--- config.mk ---
export PLATFORM = sky130hd
export DESIGN_NAME = ema_update_ctrl
export DESIGN_NICKNAME = d
export VERILOG_FILES = /design/src/rtl/ema_update_ctrl.sv
export SDC_FILE = /design/constraint.sdc
export NUM_CORES = 1
export LEC_CHECK = 0
export CAP_MARGIN = 20
export CORE_MARGIN = 3
export CORE_UTILIZATION = 47
export DETAILED_ROUTE_END_ITERATION = 6
export HOLD_SLACK_MARGIN = 0.15
export PLACE_DENSITY_LB_ADDON = 0.1
export SLEW_MARGIN = 20
export SYNTH_ARGS = -nofsm -noshare
export SYNTH_HDL_FRONTEND = slang
export SYNTH_SLANG_ARGS = --single-unit
export TNS_END_PERCENT = 30
--- constraint.sdc ---
create_clock -name clk -period 2.3 [get_ports clk]
set_input_delay 0.46 -clock clk [delete_from_list [all_inputs] [get_ports clk]]
set_output_delay 0.46 -clock clk [all_outputs]
set_load 0.1 [all_outputs]
--- src/rtl/ema_update_ctrl.sv ---
// Sequential EMA update controller: y <= y + alpha*(x - y), using an external
// shift-add multiplier driven through a start/finish handshake.
module ema_update_ctrl #(
    parameter int WIDTH = 16
) (
    input  logic                    clk,
    input  logic                    rst_n,
    input  logic                    clear,
    input  logic                    sample_valid,
    output logic                    sample_ready,
    input  logic signed [WIDTH-1:0] sample_in,
    input  logic        [WIDTH-1:0] alpha,
    output logic                    ema_valid,
    output logic signed [WIDTH-1:0] ema_out,
    output logic                    primed,
    output logic                    ema_multshiftadd_start,
    output logic signed [WIDTH-1:0] ema_multshiftadd_multiplicand,
    output logic        [WIDTH-1:0] ema_multshiftadd_multiplier,
    input  logic                    multshiftadd_ema_finish,
    input  logic signed [WIDTH-1:0] multshiftadd_ema_product
);

    // state | meaning
    // IDLE  | ready for a sample; applies pending clear
    // SUB   | saturated x - y into the multiplicand register
    // REQ   | one-cycle multiply start
    // WAIT  | hold operands until the multiplier finishes
    // ACC   | y <= sat(y + product)
    // OUT   | one-cycle ema_valid
    typedef enum logic [2:0] {IDLE, SUB, REQ, WAIT, ACC, OUT} state_t;

    state_t state, state_nxt;

    logic signed [WIDTH-1:0] y;
    logic signed [WIDTH-1:0] x_r;
    logic signed [WIDTH-1:0] diff_r;
    logic signed [WIDTH-1:0] prod_r;
    logic        [WIDTH-1:0] alpha_r;
    logic                    primed_r;
    logic                    clear_pend;

    logic                    accept;
    logic                    clr_now;
    logic                    eff_primed;
    logic        [WIDTH:0]   diff_ext;
    logic        [WIDTH:0]   sum_ext;

    localparam logic [WIDTH-1:0] SAT_MAX = {1'b0, {(WIDTH-1){1'b1}}};
    localparam logic [WIDTH-1:0] SAT_MIN = {1'b1, {(WIDTH-1){1'b0}}};

    // Overflow out of WIDTH bits shows up as the two top bits disagreeing.
    function automatic logic [WIDTH-1:0] sat(input logic [WIDTH:0] v);
        if (v[WIDTH] != v[WIDTH-1])
            return v[WIDTH] ? SAT_MIN : SAT_MAX;
        else
            return v[WIDTH-1:0];
    endfunction

    assign accept     = sample_valid && (state == IDLE);
    assign clr_now    = clear || clear_pend;
    assign eff_primed = primed_r && !clr_now;
    assign diff_ext   = {x_r[WIDTH-1], x_r} - {y[WIDTH-1], y};
    assign sum_ext    = {y[WIDTH-1], y} + {prod_r[WIDTH-1], prod_r};

    always_comb begin
        state_nxt = state;
        case (state)
            IDLE: if (accept) state_nxt = eff_primed ? SUB : OUT;
            SUB:  state_nxt = REQ;
            REQ:  state_nxt = WAIT;
            WAIT: if (multshiftadd_ema_finish) state_nxt = ACC;
            ACC:  state_nxt = OUT;
            OUT:  state_nxt = IDLE;
            default: state_nxt = IDLE;
        endcase
    end

    always_ff @(posedge clk or negedge rst_n) begin
        if (!rst_n) begin
            state      <= IDLE;
            y          <= '0;
            x_r        <= '0;
            diff_r     <= '0;
            prod_r     <= '0;
            alpha_r    <= '0;
            primed_r   <= 1'b0;
            clear_pend <= 1'b0;
        end else begin
            state <= state_nxt;
            case (state)
                IDLE: begin
                    if (clr_now) begin
                        primed_r   <= 1'b0;
                        clear_pend <= 1'b0;
                    end
                    if (accept) begin
                        if (!eff_primed) begin
                            y        <= sample_in;
                            primed_r <= 1'b1;
                        end else begin
                            x_r     <= sample_in;
                            alpha_r <= alpha;
                        end
                    end
                end
                SUB:  diff_r <= sat(diff_ext);
                WAIT: if (multshiftadd_ema_finish) prod_r <= multshiftadd_ema_product;
                ACC:  y <= sat(sum_ext);
                default: ;
            endcase
            // A clear seen mid-update is deferred so the update still completes.
            if (state != IDLE && clear)
                clear_pend <= 1'b1;
        end
    end

    assign sample_ready                  = (state == IDLE);
    assign ema_valid                     = (state == OUT);
    assign ema_multshiftadd_start        = (state == REQ);
    assign ema_multshiftadd_multiplicand = diff_r;
    assign ema_multshiftadd_multiplier   = alpha_r;
    assign ema_out                       = y;
    assign primed                        = primed_r;

endmodule

==> metrics.yaml <==
status: "complete, but fails checks"
failed_checks: "setup timing"
syn_to_final_growth_pct: 53.5
final_util_pct: 75.8
first_global_vias: 5101
met2_usage_pct: 43.2
clock-root-buffer: "clkbuf_8"
die_w_um: 111
synth_cell_type_count: 65
drc: 0
use_met1_pct: 29.6
syn-cell-area_sq_mm: 0.00518
cts.path.max_buffers: 2
whs_path_depth: 2
avgRoutedWirePerCell_um: 16.7
setup_violations: 31
wl_mm: 14.9
maxSlewViolCount: 0
die_y_um: 111
r2r_cells: 12
synth.top_cell.area_share_pct: 41.0
drt-initial-drc-count: 241
initial_core_util_pct: 49.3
place.gp.congestion: 0.843
synth_edf_count: 0
vias: 4890
arrival_ns: 2.90
worst_pin_slew_ns: 0.521
regToRegSetupSlack_ns: -0.29
ys_warn_count: 0
synth-seq-cells: 85
cts_num_sinks: 85
critPathRequiredTime_ns: 2.61
layout_setup_ws_ns: -0.293
setup.worst_path.start_class: "register"
ant_nets: 0
cts-buffers-inserted: 9
grt-ovfl-total: 0
design_area_sq_mm: 0.00796
grt_max_degree: 44
placed_area_sq_mm: 0.00719
synth-seq-area-share_pct: 41.0
yosysTopAreaCell: "dfrtp_1"
critical_path_class: "reg -> reg"
syn_nets: 606
clock_latency_ns: 0.38
routed_via_density: 5.47
rr_startpoint: "x_r[0]"
max-cap-violations: 0
ctsHtreeMaxLevel: 3
hp-class: "reg -> reg"
grt_first_pass_wirelength_mm: 24.6
drt_first_pass_iters: 4
final.period_utilization_pct: 113
hold_viol_final: 0
dieArea_sq_mm: 0.0123
worstReg2RegEnd: "ema_multshiftadd_multiplicand[14]"
antenna_cells: 0
port_buffers: 104
cts_tree: "done"
postSynthCellCount: 519
post-route-min-period_ns: 2.59
top_usage_layer: "met2"
min_from: "ema_multshiftadd_multiplicand[15]"
io_pins: 105
cp_max_fo: 2
rsz0062_at_grt: "true"
clk_pin_slew_ns: 0.09
grt_use_met3_pct: 4.26
dp_hpwl_mm: 11.3
synthTopCellsByArea: "dfrtp_1, mux2_2, ha_1"
min_to: "ema_multshiftadd_multiplicand[15]"
cp-end-kind: "register"
antenna_found_initial: 0
fin_worst_skew_ns: 0.0107
syn_avg_cell_area_sq_um: 9.99
pre_cts_slack_ns: -0.308
layout-drive-gt1-share_pct: 44.7
nNetsFinal: 840
synth-main-ff-cell: "dfrtp_1"
track_usage_pct: 24.4
relSlewSlack_pct: 65.3
fmax_mhz: 386
async_flop_share_pct: 100
std_cell_rows: 37
core_region_area_sq_mm: 0.0105
## routing by layer
metal,vias to the layer above,routed length (um)
met5,-,0
met4,0,248
met3,22,693
met2,115,7670
met1,2369,6280
li1,2384,-
## cell usage in the layout, fill, tap and decap left out, drive strengths merged, types with 9 or more instances in the layout
| cell type | instances |
|---|---|
| buf | 189 |
| dfrtp | 85 |
| clkdlybuf4s50 | 51 |
| mux2 | 48 |
| o21ai | 46 |
| nand2 | 41 |
| inv | 34 |
| a21oi | 33 |
| ha | 32 |
| nor2 | 21 |
| nor3 | 13 |
| xnor2 | 12 |
| clkbuf | 11 |
| o211ai | 9 |
| xor2 | 9 |
## per-stage QoR
stage                     cells  TNS [ns]  hold slack [ns]
after floorplan             519    -23.97            0.164
after global placement      863     -5.15            0.464
after detailed placement    863     -6.29            0.469
after CTS                   893     -3.78            0.494
after global routing        894     -7.97            0.519
final                       894     -3.69            0.494
## repair_timing
action,4_1_cts,5_1_grt
hold endpoints to repair,37,0
cloned,1,0
pin swaps,39,20
hold buffers,1,0
setup endpoints to repair,32,32
buffers inserted,12,1
gates resized for setup,67,43
## registers in the layout, summed over array words and instances (netlist names)
signal,count
ema_multshiftadd_multiplicand,16
ema_multshiftadd_multiplier,16
ema_out,16
prod_r,16
x_r,16
state,3
clear_pend,1
primed,1
## kinds of logic (layout without fill, tap and decap cells)
logic type,after synthesis,in the layout,synth area share (%)
adder cells (fa/ha/maj),36,36,8.90
XOR/XNOR,21,21,3.69
multiplexers,49,49,10.6
AO/OA/AOI/OAI,158,159,20.8
flip-flops,85,85,41.0
buffers and inverters,51,289,3.86
AND/OR/NAND/NOR,119,119,11.1
## critical path: stages (launching register included)
cell,delay (ns)
dfrtp_1,0.39
inv_1,0.06
ha_2,0.17
inv_2,0.04
fa_2,0.34
a21o_1,0.19
a221oi_2,0.28
nor3b_2,0.10
buf_4,0.14
or4_1,0.45
o211ai_1,0.13
a21oi_1,0.09
o21ai_1,0.13
## Yosys cell counts (2+ instances only)
cell type,n
o21a_1,4
a21oi_1,33
or3_1,5
nor2_1,21
buf_2,5
o21bai_1,6
a22oi_1,2
xnor2_1,11
nor3_1,13
mux2_2,48
o21ai_0,40
a211oi_1,8
inv_1,31
nor3b_1,2
o21ai_1,3
a21boi_0,4
nor2b_1,4
o2111ai_1,3
o22ai_1,2
ha_1,32
and2_1,2
a31oi_1,2
a221o_1,3
nand2b_1,8
xor2_1,9
o221ai_1,5
nand3_1,8
nand2_1,41
dfrtp_1,85
a211o_1,4
a221oi_1,7
clkbuf_1,14
a21o_1,6
and3_1,6
o211ai_1,9
fa_1,2
a32oi_1,3
## cell type report
cell class / instances / area [sq um]
multi-input combinational: 384 / 3280
fill: 763 / 2550
sequential: 85 / 2130
timing repair buffer: 241 / 2040
tap: 136 / 170
clock buffer: 11 / 151
inverter: 32 / 123
clock inverter: 5 / 66.3
## worst max-delay path by stage
stage	to	slack, ns	from	cells after the start
finish	ema_multshiftadd_multiplicand[14]	-0.29	x_r[0]	12
global route	ema_multshiftadd_multiplicand[14]	-0.46	x_r[0]	12
CTS	ema_multshiftadd_multiplicand[14]	-0.32	x_r[0]	12
detailed placement	ema_multshiftadd_multiplicand[14]	-0.31	x_r[0]	12
global placement	ema_out[12]	-0.31	prod_r[0]	10
floorplan	ema_multshiftadd_multiplicand[14]	-0.81	ema_out[1]	9
Power is left out: the tool's default activity adds up to more than one toggle a clock period on the data nets, which glitch-free logic cannot reach.
